`src/rtl/axis_arb_pkg.sv`:
```
// Shared types and helpers for the AXI-Stream arbiter library.
//   arb_state_t : two-state arbiter FSM encoding (IDLE / GRANT)
//   rr_next     : round-robin successor search over a request vector
//   ARB_MAX_N   : largest requester count any arbiter in the library supports
package axis_arb_pkg;

    localparam int unsigned ARB_MAX_N = 16;
    localparam int unsigned ARB_IDX_W = $clog2(ARB_MAX_N);

    typedef enum logic [0:0] {
        ARB_IDLE,
        ARB_GRANT
    } arb_state_t;

    // First set request strictly after 'last', wrapping mod n (not mod 2^width).
    // Scanning from the far end lets the nearest candidate overwrite the others,
    // so no early exit is needed. Returns 'last' when nothing is requested.
    function automatic int unsigned rr_next(
        input logic [ARB_MAX_N-1:0] req,
        input int unsigned          last,
        input int unsigned          n
    );
        int unsigned sel;
        int unsigned cand;
        sel = last;
        for (int unsigned k = ARB_MAX_N; k >= 1; k--) begin
            if (k <= n) begin
                cand = (last + k) % n;
                if (req[ARB_IDX_W'(cand)]) begin
                    sel = cand;
                end
            end
        end
        return sel;
    endfunction

endpackage

```
`src/rtl/axis_rr_arbiter_pick.sv`:
```
// rr_pick: combinational rotate-priority encoder.
//   req   [N]  : request vector
//   last  [IW] : previous winner; search starts at last+1, wrapping mod N
//   idx   [IW] : selected requester (valid only when found)
//   found      : at least one request is set
module rr_pick
    import axis_arb_pkg::*;
#(
    parameter  int unsigned N  = 4,
    localparam int unsigned IW = (N > 1) ? $clog2(N) : 1
) (
    input  logic [N-1:0]  req,
    input  logic [IW-1:0] last,
    output logic [IW-1:0] idx,
    output logic          found
);

    // Zero-extend to the library maximum so one helper serves every N.
    always_comb begin
        idx   = IW'(rr_next(ARB_MAX_N'(req), 32'(last), N));
        found = |req;
    end

endmodule

```
`src/rtl/axis_rr_arbiter.sv`:
```
// axis_rr_arbiter: N-input round-robin AXI-Stream arbiter with packet locking.
// A requester keeps the grant until its tlast beat is accepted; the output is
// a registered slice so m_* never depend combinationally on s_*.
// Ports:
//   clk, reset         : clock, asynchronous active-high reset
//   s_tvalid/tready/tdata/tlast : N slave streams (tdata lane i at [i*DW +: DW])
//   m_tvalid/tready/tdata/tlast : single registered master stream
//   m_tid              : source index of each output beat (AXIS_RR_ARBITER_TID_EN only)
//   grant              : current or most recent owner
//   busy               : high while a packet owns the output
// Build option: define AXIS_RR_ARBITER_TID_EN to add the m_tid output.
module axis_rr_arbiter
    import axis_arb_pkg::*;
#(
    parameter  int unsigned N  = 4,
    parameter  int unsigned DW = 24,
    localparam int unsigned IW = (N > 1) ? $clog2(N) : 1
) (
    input  logic            clk,
    input  logic            reset,
    input  logic [N-1:0]    s_tvalid,
    output logic [N-1:0]    s_tready,
    input  logic [N*DW-1:0] s_tdata,
    input  logic [N-1:0]    s_tlast,
    output logic            m_tvalid,
    input  logic            m_tready,
    output logic [DW-1:0]   m_tdata,
    output logic            m_tlast,
`ifdef AXIS_RR_ARBITER_TID_EN
    output logic [IW-1:0]   m_tid,
`endif
    output logic [IW-1:0]   grant,
    output logic            busy
);

    arb_state_t    state_q, state_d;
    logic [IW-1:0] grant_q, grant_d;
    logic          m_tvalid_q, m_tvalid_d;
    logic [DW-1:0] m_tdata_q, m_tdata_d;
    logic          m_tlast_q, m_tlast_d;
`ifdef AXIS_RR_ARBITER_TID_EN
    logic [IW-1:0] m_tid_q, m_tid_d;
`endif

    logic [IW-1:0] pick_idx;
    logic          pick_found;
    logic          slot_ready;
    logic          beat_xfer;
    logic [DW-1:0] beat_data;

    rr_pick #(
        .N(N)
    ) u_pick (
        .req  (s_tvalid),
        .last (grant_q),
        .idx  (pick_idx),
        .found(pick_found)
    );

    // Output slot can take a beat when empty or draining this cycle.
    assign slot_ready = ~m_tvalid_q | m_tready;
    assign beat_xfer  = (state_q == ARB_GRANT) & s_tvalid[grant_q] & slot_ready;
    assign beat_data  = s_tdata[grant_q*DW +: DW];

    // State register: FSM state and owner index.
    always_ff @(posedge clk or posedge reset) begin
        if (reset) begin
            state_q <= ARB_IDLE;
            grant_q <= IW'(N - 1);
        end else begin
            state_q <= state_d;
            grant_q <= grant_d;
        end
    end

    // Next state: arbitrate in IDLE, release the lock on an accepted tlast.
    always_comb begin
        state_d = state_q;
        grant_d = grant_q;
        unique case (state_q)
            ARB_IDLE: begin
                if (pick_found) begin
                    grant_d = pick_idx;
                    state_d = ARB_GRANT;
                end
            end
            ARB_GRANT: begin
                if (beat_xfer && s_tlast[grant_q]) begin
                    state_d = ARB_IDLE;
                end
            end
            default: state_d = ARB_IDLE;
        endcase
    end

    // Outputs: owner's ready and the output slice load/drain.
    always_comb begin
        s_tready   = '0;
        busy       = (state_q == ARB_GRANT);
        m_tvalid_d = m_tvalid_q;
        m_tdata_d  = m_tdata_q;
        m_tlast_d  = m_tlast_q;
`ifdef AXIS_RR_ARBITER_TID_EN
        m_tid_d    = m_tid_q;
`endif
        if (state_q == ARB_GRANT) begin
            s_tready[grant_q] = slot_ready;
        end
        // Load wins over drain so back-to-back beats keep 1 beat/cycle.
        if (beat_xfer) begin
            m_tvalid_d = 1'b1;
            m_tdata_d  = beat_data;
            m_tlast_d  = s_tlast[grant_q];
`ifdef AXIS_RR_ARBITER_TID_EN
            m_tid_d    = grant_q;
`endif
        end else if (m_tvalid_q && m_tready) begin
            m_tvalid_d = 1'b0;
        end
    end

    // Output slice register.
    always_ff @(posedge clk or posedge reset) begin
        if (reset) begin
            m_tvalid_q <= 1'b0;
            m_tdata_q  <= '0;
            m_tlast_q  <= 1'b0;
`ifdef AXIS_RR_ARBITER_TID_EN
            m_tid_q    <= '0;
`endif
        end else begin
            m_tvalid_q <= m_tvalid_d;
            m_tdata_q  <= m_tdata_d;
            m_tlast_q  <= m_tlast_d;
`ifdef AXIS_RR_ARBITER_TID_EN
            m_tid_q    <= m_tid_d;
`endif
        end
    end

    assign m_tvalid = m_tvalid_q;
    assign m_tdata  = m_tdata_q;
    assign m_tlast  = m_tlast_q;
    assign grant    = grant_q;
`ifdef AXIS_RR_ARBITER_TID_EN
    assign m_tid    = m_tid_q;
`endif

endmodule
```
`config.mk`:
```
export PLATFORM = sky130hd
export DESIGN_NAME = axis_rr_arbiter
export DESIGN_NICKNAME = d
export VERILOG_FILES = /design/src/rtl/axis_arb_pkg.sv /design/src/rtl/axis_rr_arbiter_pick.sv /design/src/rtl/axis_rr_arbiter.sv
export SDC_FILE = /design/constraint.sdc
export NUM_CORES = 1
export LEC_CHECK = 0
export CAP_MARGIN = 20
export CORE_MARGIN = 1.5
export CORE_UTILIZATION = 39
export CTS_CLUSTER_DIAMETER = 80
export DETAILED_ROUTE_END_ITERATION = 8
export GPL_TIMING_DRIVEN = 1
export PLACE_DENSITY = 0.95
export SLEW_MARGIN = 40
export SYNTH_ARGS = -nofsm -noshare
export SYNTH_HDL_FRONTEND = slang
export SYNTH_SLANG_ARGS = --single-unit
export TNS_END_PERCENT = 10
```
`constraint.sdc`:
```
create_clock -name clk -period 3.9 [get_ports clk]
set_input_delay 0.585 -clock clk [delete_from_list [all_inputs] [get_ports clk]]
set_output_delay 0.585 -clock clk [all_outputs]
set_load 0.02 [all_outputs]
```
After elaboration in Yosys (flattened, before gate mapping)
Cells that the tools add are included.
{"block": "classes", "n_mux": 24, "shifts": 1, "reduce_logical": 7, "n_mul": 1, "order_cmp": 6, "n_addsub": 4, "bitwise_logic": 6}
{"operator": "$shiftx A96 B8 Y24", "n": 1}
{"operator": "$lt A2 B5 Y1 const B", "n": 4}
{"operator": "$bmux W1 S2", "n": 6}
{"operator": "$mux W1", "n": 11}
{"operator": "$mux W2", "n": 4}
{"operator": "$add A2 B1 Y2 const B", "n": 2}
{"operator": "$add A2 B2 Y2 const B", "n": 2}
{"operator": "$and A4 B4 Y4", "n": 1}
{"operator": "$mul A2 B2 Y4 const B", "n": 1}
{"operator": "$mux W4", "n": 1}
{"operator": "$reduce_bool A4 Y1", "n": 1}
{"operator": "$reduce_or A4 Y1", "n": 1}
{"operator": "$logic_and A1 B1 Y1", "n": 3}
{"operator": "$lt A2 B3 Y1 const B", "n": 1}
{"operator": "$reduce_and A3 Y1", "n": 1}
{"operator": "$and A1 B1 Y1", "n": 2}
{"operator": "$demux W1 S2", "n": 1}
{"operator": "$ge A2 B1 Y1 const B", "n": 1}
{"operator": "$not A1 Y1", "n": 2}
{"operator": "$pmux W1 S2", "n": 1}
{"operator": "$reduce_bool A2 Y1", "n": 1}
{"operator": "$or A1 B1 Y1", "n": 1}
{"block": "word_totals", "in_bits": 107, "wordCells": 54, "regBits": 29, "out_inout_bits": 33}

Logic depth before layout (Yosys ltp)
Gate-level depths: netlist of run 1.
{"block": "depth", "word_depth": 7, "depth_mapped": 10, "ltp_nobuf": 7}

Cells and area by module
Synthesis of run 1 repeated with hierarchy kept, for this count alone.
{"block": "hier_totals", "hier_cells": 120, "area_unflattened_um2": 1909.3}
{"module": "axis_rr_arbiter", "area_per_inst_um2": 1836.8, "cells_each": 106, "instances": 1, "seq_area_each_um2": 728.2}
{"module": "rr_pick", "area_per_inst_um2": 72.6, "cells_each": 14, "instances": 1, "seq_area_each_um2": 0.0}

Least setup slack after synthesis of run 1
Ideal clock, no wire load.
{"block": "synth_timing", "path_type": "register -> register", "from": "reg grant_q[1] (netlist: grant[1])", "to": "reg grant_q[1] (netlist: grant[1])", "t_required_ns": 3.813, "arrival_time_ns": 2.504, "slack_ns": 1.309, "path_stages_with_launch": 11, "setup_time_ns": 0.087, "n_path_buf": 3, "synth_period_minus_slack_ns": 2.591, "path_cell_list": "dfstp_2 > buf_2 > buf_1 > inv_1 > ha_1 > buf_2 > a21oi_1 > a21o_1 > a211o_1 > a221oi_1 > a21oi_1"}
{"block": "synth_via", "elab_chain_len": 6, "word_cells_on_any_way": 18, "classes_between": "add/sub: 4; mux: 12; reduce/logical: 2"}
{"element": "from (decl)", "line": "axis_rr_arbiter.sv:37", "source": "logic [IW-1:0] grant_q, grant_d;"}
{"element": "from (signal assigned)", "line": "axis_rr_arbiter.sv:69", "source": "grant_q <= IW'(N - 1);"}
{"element": "from (signal assigned)", "line": "axis_rr_arbiter.sv:72", "source": "grant_q <= grant_d;"}
{"element": "$add A2 B2 Y2", "line": "axis_arb_pkg.sv:28", "source": "cand = (last + k) % n;"}
{"element": "$bmux W1 S2", "line": "axis_arb_pkg.sv:29", "source": "if (req[ARB_IDX_W'(cand)]) begin"}
{"element": "$mux W1 (implied by the code)", "line": "axis_arb_pkg.sv:29"}
{"element": "$mux W2 (3 in a row)", "line": "axis_arb_pkg.sv:29"}
Several ways; a longest one is shown, not always the timed one. The select of a mux whose other input is x is not followed.
A chain may end at the register's enable or synchronous reset.

Worst setup path in the final report of run 1
{"block": "layout_timing", "from": "reg grant_q[1] (netlist: grant[1])", "to": "out s_tready[3]"}
{"block": "layout_via", "elab_chain_len": 6, "word_cells_on_any_way": 7, "classes_between": "order compare: 2; mux: 3; bitwise: 1; reduce/logical: 1"}
{"element": "$lt A2 B3 Y1 (implied by the code) or $ge A2 B1 Y1 (tied branches)", "line": "axis_rr_arbiter.sv:107", "source": "s_tready[grant_q] = slot_ready;"}
{"element": "$logic_and A1 B1 Y1 (implied by the code)", "line": "axis_rr_arbiter.sv:107"}
{"element": "$mux W1 (implied by the code)", "line": "axis_rr_arbiter.sv:107"}
{"element": "$demux W1 S2 (*)", "line": "axis_rr_arbiter.sv:107"}
{"element": "$and A4 B4 Y4 (no source line) (*)"}
{"element": "$mux W4 (*)", "line": "axis_rr_arbiter.sv:106", "source": "if (state_q == ARB_GRANT) begin"}
{"element": "to (decl)", "line": "axis_rr_arbiter.sv:22", "source": "output logic [N-1:0] s_tready,"}
Every way passes the cells marked *; elsewhere a longest branch is shown, timed or not.

==> impl_metrics.tcl, run 1 <==
set metrics [dict create \
    fp.dieH_microns 75.85 \
    syn_avg_cell_area_sq_um 14.57 \
    die_x_microns 75.85 \
    postCtsHoldBufs 0 \
    p_leak_uw 0.001448 \
    die_area_sq_um 5752 \
    top_layer "met4" \
    max-cap-violations 0 \
    area_delta_synth_final_pct 71.95 \
    outcome "finished, final reports clean" \
    cts-root-buf "clkbuf_8" \
    placed_cells 341 \
    period_minus_slack_ns 2.882 \
    core_sq_um 5107 \
    crit_chain "buf_4, ha_1, and3_1, clkdlybuf4s50_1" \
    hold_violations 0 \
    yosysWarnings 0 \
    async_flop_share_pct 100.0 \
    period_share_pct 73.89 \
    io_buffers 139 \
    cts.clk_slew.worst_paths_ns 0.06 \
    vias 1798 \
    syn_area_sq_um 2069 \
    synth-edff-count 0 \
    vias_per_cell 5.152 \
    fmax_ghz 0.3470 \
    ys_seq_area_share_pct 35.19 \
    worst_pin_slew_ns 0.6068 \
    setup_tns_ns 0 \
    gp_congestion 0.7387 \
    endpoint_kind "primary output" \
    overflow 0 \
    p_per_area_nw_per_um2 703.9 \
    grt_pass1_vias 1863 \
    fin_skew_ns 0.004084 \
    dr_wl_met3_microns 421 \
    criticalPathCategory "reg2out" \
    h-tree-depth 2 \
    hpwl_mm 5.153 \
    start_util_pct 40.52 \
    cts_made_buffers 5 \
    clock_sinks 29 \
    synth_nets 253 \
    rsz0062_at_grt "no" \
    pin_count 140 \
    critical_path.max_fanout 25 \
    dr.first_iter.drc_count 53 \
    fill_cells 383 \
    worstHoldPathType "reg2reg" \
    finalMaxSlewViolations 0 \
    ir_drop_mv 0.3281 \
    clock_latency_ns 0.27 \
    wire_per_inst_microns 18.11 \
    dr.pass1.iters 4 \
    worst-endpoint-arrival_ns 2.30 \
    postCtsSetupBuffers 0 \
    rows 26 \
    crit_family "buffers and inverters" \
    wirelength_mm 6.322 \
    max-slew-margin-rel_pct 59.48 \
    ys.flop_type "dfrtp_1" \
    wl_met1_mm 2.241 \
    num_antenna_cells 0 \
    cp_slowest_cell "dfstp_2" \
    antenna_found_initial 0 \
    cp.required_ns 3.31 \
    grt_use_total_pct 21.86 \
    cts-resized-gates 0 \
    final_cells 349 \
    wl_met2_mm 3.502 \
    cts_tree "yes" \
    worst_setup_path_start_kind "flop" \
    cp.buffers_inverters 2 \
    grt_max_degree 30 \
    clockBufferDepth 2 \
    crit_path_max_incr_delay_ns 0.68 \
    drc 0 \
    final_nets 389 \
    synth_cell_types 31 \
    ys_ff_latch 29 \
    grt_pass1_wl_mm 9.114 \
    ant_nets 0 \
    drive_above_1_share_pct 23.30 \
    syn_inst 142 \
    setup-violations-final 0 \
]
## flip-flops by register name (all words and copies together), names as in the netlist
| name | flops |
|---|---|
| busy | 1 |
| m_tlast | 1 |
| m_tdata | 24 |
| m_tvalid | 1 |
| grant | 2 |
## cells by family (layout without fill, tap and decap cells)
logic type               Yosys count  count (layout)  share of synthesized area (%)
AO/OA/AOI/OAI                     20              20                          6.832
adder cells (fa/ha/maj)            4               4                          2.418
multiplexers                      53              53                          45.41
buffers and inverters             16             153                          4.957
AND/OR/NAND/NOR                   20              20                          5.199
flip-flops                        29              29                          35.19
## metrics by stage
step	setup slack, ns	total power, uW	utilization [%]	hold WS [ns]	instance area, sq um
3_5_place_dp	1.212	2295	68.05	0.4766	3476
5_1_grt	0.9206	2661	69.67	0.5209	3558
2_1_floorplan	1.309	1723	-	0.5798	2069
4_1_cts	0.9903	2532	69.67	0.4905	3558
6_report	1.018	2505	69.67	0.4874	3558
3_3_place_gp	1.195	2239	68.05	0.4648	3476
## cell usage after synthesis (2+ instances only)
master,count,share of area [%]
a211oi_1,3,1.1
a21o_1,3,1.1
a21oi_1,3,0.73
a221oi_1,2,0.85
and3_1,4,1.2
buf_2,6,1.5
clkbuf_1,2,0.36
dfrtp_1,27,33
dfstp_2,2,2.5
ha_1,4,2.4
inv_1,4,0.73
mux2_2,9,4.9
mux2_4,17,12
mux2i_1,2,0.97
mux4_2,25,27
nand2_1,7,1.3
nand2b_1,2,0.60
nor2_1,4,0.73
o21ai_0,4,0.97
## layout by cell type, fill, tap and decap left out, types with 5 or more instances in the layout
cell type	n
mux4_2	25
nand2_1	7
mux2_4	17
mux2_2	9
clkdlybuf4s50_1	139
clkbuf_8	5
dfrtp_1	27
## power breakdown
part           switching (uW)  internal [uW]  total [uW]  leakage, uW
combinational             715            962        1680      0.00107
clock                     106            123         229    0.0000450
sequential                129            469         598     0.000335
total                     951           1550        2500      0.00145
## cell type report
| class | instances | area (sq um) | area share [%] |
|---|---|---|---|
| clock buffer | 6 | 72.57 | 2.039 |
| clock inverter | 2 | 10.01 | 0.2813 |
| inverter | 4 | 15.01 | 0.4219 |
| multi-input combinational | 97 | 1239 | 34.81 |
| sequential | 29 | 728.2 | 20.46 |
| tap | 70 | 87.58 | 2.461 |
| timing repair buffer | 141 | 1406 | 39.52 |
## worst reg2reg max path: cells and delay by family (launching register included)
kind,cells,cell delay (ns)
compound gates,3,0.73
flops,1,0.71
buf+inv,1,0.46
mux,1,0.41
simple gates,1,0.07
## final timing paths
path                                      start                       to  slack [ns]  cells after the start
min in group asynchronous                 reset  m_tdata[14]$_DFFE_PP0P_        0.70                      2
hold reg to reg             m_tlast$_DFFE_PP0P_      m_tlast$_DFFE_PP0P_        0.49                      2
setup reg to reg           grant[0]$_DFFE_PP1P_           busy$_DFF_PP0_        1.40                      6
hold / removal              m_tlast$_DFFE_PP0P_      m_tlast$_DFFE_PP0P_        0.49                      2
max in group asynchronous                 reset   m_tdata[7]$_DFFE_PP0P_        2.80                      2
setup / recovery           grant[1]$_DFFE_PP1P_              s_tready[3]        1.02                      4
## routing by layer
| metal | GRT usage, % | vias up |
|---|---|---|
| li1 | - | 827 |
| met1 | 23.32 | 887 |
| met2 | 40.68 | 70 |
| met3 | 5.026 | 14 |
| met4 | 9.722 | 0 |
| met5 | 0 | - |
No activity file was read; power rests on OpenSTA's default activity.
==> inputs of run 2 (changes only) <==
Settings changed: CORE_UTILIZATION 39 to 36, PLACE_DENSITY 0.95 to 0.9.
Clock period 3.9 ns to 2.9 ns, I/O delays scaled along.
==> impl_metrics.tcl, run 2 (synthesized netlist as in run 1, its figures left out) <==
set metrics [dict create \
    outcome "finished, final reports clean" \
    worst_setup_path_start_kind "flop" \
    dpl_cell_area_sq_um 3493 \
    final_cells 353 \
    pin_count 140 \
    overflow 0 \
    fmax_ghz 0.3875 \
    layout_common_cells "139 x clkdlybuf4s50_1, 27 x dfrtp_1, 25 x mux4_2" \
    max-cap-violations 0 \
    vias_per_cell 5.122 \
    dr.first_iter.drc_count 79 \
    cts_tree "yes" \
    placed_cells 345 \
    p_leak_uw 0.001468 \
    cts_made_buffers 5 \
    p_comb_share_pct 66.0 \
    fp.dieH_microns 78.82 \
    internal-power_uw 2146 \
    rsz0062_at_grt "no" \
    start_util_pct 37.35 \
    grt_use_total_pct 19.82 \
    core_sq_um 5540 \
    largest_reg_flops 24 \
    area_delta_synth_final_pct 73.70 \
    clock_latency_ns 0.27 \
    power_frac_clock_pct 10.5 \
    die_x_microns 78.82 \
    drc 0 \
    dr.pass1.iters 4 \
    ant_nets 0 \
    critical_path.max_fanout 13 \
    wire_per_inst_microns 17.58 \
    wirelength_mm 6.204 \
    fin_skew_ns 0.007844 \
    antenna_found_initial 0 \
    finalMaxSlewViolations 0 \
    setup_tns_ns 0 \
    final_common_cell "clkdlybuf4s50_1" \
    num_antenna_cells 0 \
    hpwl_mm 4.992 \
    seqPwrFrac_pct 23.5 \
    met1_usage_pct 20.34 \
    worst-endpoint-arrival_ns 2.15 \
    h-tree-depth 2 \
    cts.clk_slew.worst_paths_ns 0.07 \
    final_nets 391 \
    setup-violations-final 0 \
    top_usage_layer "met2" \
    clockBufferDepth 2 \
    hold_violations 0 \
    vias 1808 \
    ir_drop_mv 0.5702 \
    grt_pass1_wl_mm 9.384 \
    io_buffers 139 \
    die_area_sq_um 6213 \
    rows 27 \
    grt_max_degree 30 \
    met2_usage_pct 38.88 \
    p_sw_share_pct 37.60 \
    clock_sinks 29 \
    endpoint_kind "primary output" \
    final_area_sq_um 3595 \
    p_per_area_nw_per_um2 956.6 \
    post-route-util_pct 64.88 \
    max-slew-margin-rel_pct 66.55 \
    period_minus_slack_ns 2.581 \
    worst_pin_slew_ns 0.5017 \
    postCtsSetupBuffers 0 \
    use_met3_pct 4.943 \
    cts-root-buf "clkbuf_8" \
    drive_above_1_share_pct 23.84 \
    gp_congestion 0.8006 \
    cts-resized-gates 0 \
    cp.required_ns 2.47 \
    postCtsHoldBufs 0 \
    period_share_pct 89.00 \
    p_sw_uw 1293 \
    worstHoldPathType "reg2reg" \
    grt_pass1_vias 1929 \
    criticalPathCategory "reg2out" \
]
run 2: changes by cell type in the layout (fill, tap and decap cells not counted):
cell      before  now
buf_4          2    4
clkinv_2       2    1
clkbuf_1       1    0
clkbuf_8       5    7
inv_2          1    0
inv_1          3    4
run 2: power groups by stage:
stage / registers, uW / clock network (uW) / logic, uW
4_1_cts: 807 / 366 / 2300
6_report: 807 / 361 / 2270
3_5_place_dp: 815 / 0 / 2280
2_1_floorplan: 998 / 0 / 1320
5_1_grt: 840 / 389 / 2410
3_3_place_gp: 797 / 0 / 2230
run 2: path summary, 6_finish.rpt:
kind | startpoint | endpoint | slack [ns] | cells after the start
max in group asynchronous | reset | grant[0]$_DFFE_PP1P_ | 2.04 | 3
min in group asynchronous | reset | m_tdata[23]$_DFFE_PP0P_ | 0.55 | 3
worst min register to register | m_tlast$_DFFE_PP0P_ | m_tlast$_DFFE_PP0P_ | 0.48 | 2
worst max-delay path | grant[0]$_DFFE_PP1P_ | s_tready[3] | 0.32 | 4
worst max register to register | grant[0]$_DFFE_PP1P_ | busy$_DFF_PP0_ | 0.49 | 7
worst min-delay path | m_tlast$_DFFE_PP0P_ | m_tlast$_DFFE_PP0P_ | 0.48 | 2
run 2: per-stage QoR:
step / hold slack [ns] / setup slack (ns) / power [uW]
floorplan: 0.5116 / 0.3085 / 2317
global placement: 0.4622 / 0.5050 / 3030
detailed placement: 0.4772 / 0.4413 / 3100
CTS: 0.4924 / 0.2918 / 3470
global route: 0.5209 / 0.2115 / 3638
finish: 0.4849 / 0.3190 / 3439
run 2: layer usage:
metal,vias to the layer above,share of wire (%),routed length [microns]
met5,-,0,0
met4,0,0.98,61
met3,4,5.9,366
met2,72,57,3553
met1,899,36,2223
li1,833,-,-
run 2: layout make-up:
type / instances / area (sq um)
Inverter: 4 / 15.01
Tap cell: 72 / 90.09
Clock inverter: 1 / 5.005
Multi-Input combinational cell: 97 / 1239
Timing Repair Buffer: 143 / 1421
Fill cell: 424 / 1946
Clock buffer: 7 / 96.34
Sequential cell: 29 / 728.2
run 2: worst max-delay path, stage by stage, from the launching register on:
cell and delay (ns):
dfstp_2 0.69, buf_4 0.27, ha_1 0.16, and3_1 0.14, clkdlybuf4s50_1 0.62
==> inputs of run 3 (changes only) <==
Settings changed: SETUP_SLACK_MARGIN set to 0.02.
Clock period 2.9 ns to 2.95 ns, I/O delays scaled along.
==> impl_metrics.tcl, run 3 (synthesized netlist as in run 1, its figures left out) <==
set metrics [dict create \
    dr.first_iter.drc_count 41 \
    final_area_sq_um 3595 \
    period_minus_slack_ns 2.594 \
    cts.clk_slew.worst_paths_ns 0.05 \
    cp_slowest_cell "dfstp_2" \
    dpl_cell_area_sq_um 3493 \
    worstHoldPathType "reg2reg" \
    worst_pin_slew_ns 0.6706 \
    finalMaxSlewViolations 0 \
    wirelength_mm 6.116 \
    vias 1848 \
    die_x_microns 78.82 \
    r2r_slack_ns 0.59 \
    cp.required_ns 2.51 \
    grt_pass1_wl_mm 9.328 \
    placed_cells 345 \
    drive_above_1_share_pct 23.84 \
    pin_count 140 \
    gp_congestion 0.8103 \
    worst-endpoint-arrival_ns 2.15 \
    postCtsHoldBufs 0 \
    setup_slack_ns 0.3563 \
    fp.dieH_microns 78.82 \
    crit_chain "buf_4, ha_1, and3_1, clkdlybuf4s50_1" \
    die_area_sq_um 6213 \
    clock_sinks 29 \
    grt_pass1_vias 1974 \
    cts-resized-gates 0 \
    hold_violations 0 \
    overflow 0 \
    post-place-ws_ns 0.5084 \
    wire_per_inst_microns 17.33 \
    p_per_area_nw_per_um2 938.5 \
    start_util_pct 37.35 \
    largest_reg_flops 24 \
    postCtsSetupBuffers 0 \
    vias_per_cell 5.235 \
    final_cells 353 \
    internal-power_uw 2109 \
    p_leak_uw 0.001465 \
    grt_use_total_pct 19.66 \
    rows 27 \
    ant_nets 0 \
    h-tree-depth 2 \
    drc 0 \
    power_frac_clock_pct 10.5 \
    final_common_cell "clkdlybuf4s50_1" \
    p_sw_share_pct 37.48 \
    io_buffers 139 \
    p_comb_share_pct 66.2 \
    cts_made_buffers 5 \
    antenna_found_initial 0 \
    reg2reg_depth 7 \
    criticalPathCategory "reg2out" \
    power.total_uw 3374 \
    grt_max_degree 28 \
    cts-root-buf "clkbuf_8" \
    ir_drop_mv 0.5209 \
    clockBufferDepth 2 \
    final_nets 391 \
    fmax_ghz 0.3856 \
    crit_path_max_incr_delay_ns 0.67 \
    num_antenna_cells 0 \
    cts_tree "yes" \
    worstReg2RegEnd "busy$_DFF_PP0_" \
    seqPwrFrac_pct 23.3 \
    hpwl_mm 4.952 \
    setup-violations-final 0 \
    clock_latency_ns 0.28 \
    fin_skew_ns 0.007057 \
    endpoint_kind "primary output" \
    max-slew-margin-rel_pct 55.02 \
    setup_tns_ns 0 \
    critical_path.max_fanout 13 \
    max-cap-violations 0 \
    area_delta_synth_final_pct 73.70 \
    crit_start "grant[0]$_DFFE_PP1P_" \
    layout_common_cells "139 x clkdlybuf4s50_1, 27 x dfrtp_1, 25 x mux4_2" \
    core_sq_um 5540 \
    outcome "finished, final reports clean" \
    period_share_pct 87.92 \
    rsz0062_at_grt "no" \
    worst_setup_path_start_kind "flop" \
    cp-endpoint "s_tready[3]" \
    dr.pass1.iters 4 \
    regToRegStartpoint "grant[1]$_DFFE_PP1P_" \
    p_sw_uw 1264 \
]
-- run 3: worst min path at each step --
stage                                   start                  end  slack, ns  cells after the start
after floorplan                         reset       busy$_DFF_PP0_       0.52                      1
after global placement    m_tlast$_DFFE_PP0P_  m_tlast$_DFFE_PP0P_       0.46                      2
after detailed placement  m_tlast$_DFFE_PP0P_  m_tlast$_DFFE_PP0P_       0.47                      2
after CTS                 m_tlast$_DFFE_PP0P_  m_tlast$_DFFE_PP0P_       0.48                      2
after global routing      m_tlast$_DFFE_PP0P_  m_tlast$_DFFE_PP0P_       0.51                      2
final                     m_tlast$_DFFE_PP0P_  m_tlast$_DFFE_PP0P_       0.49                      2
-- run 3: cell type report --
type                            instances  area [sq um]
Multi-Input combinational cell         97          1239
Inverter                                4         15.01
Clock inverter                          1         5.005
Sequential cell                        29         728.2
Timing Repair Buffer                  143          1421
Fill cell                             426          1946
Tap cell                               72         90.09
Clock buffer                            7         96.34
-- run 3: power by group through the flow --
| stage | registers [uW] | logic (uW) | clock network (uW) |
|---|---|---|---|
| global placement | 784 | 2200 | 0 |
| detailed placement | 793 | 2240 | 0 |
| floorplan | 981 | 1300 | 0 |
| global route | 815 | 2370 | 388 |
| CTS | 786 | 2260 | 363 |
| finish | 787 | 2230 | 355 |
-- run 3: routing by layer --
| layer | up-vias | global-route usage, % | wire, microns |
|---|---|---|---|
| met1 | 914 | 19.41 | 2114 |
| li1 | 831 | - | - |
| met4 | 0 | 10.53 | 219 |
| met2 | 83 | 37.41 | 3342 |
| met3 | 20 | 4.828 | 439 |
| met5 | - | 0 | 0 |
-- run 3: metrics by stage --
step | hold slack, ns | util (%)
final | 0.4853 | 64.88
after global routing | 0.5111 | 64.88
after CTS | 0.4844 | 64.88
after detailed placement | 0.4722 | 63.05
after global placement | 0.4617 | 63.05
after floorplan | 0.5191 | -
-- run 3: worst max-delay path, delay by kind of cell (launching register included) --
| kind | cells | cell delay, ns |
|---|---|---|
| simple gates | 1 | 0.16 |
| fa+ha+maj | 1 | 0.17 |
| flops | 1 | 0.67 |
| buf+inv | 2 | 0.87 |
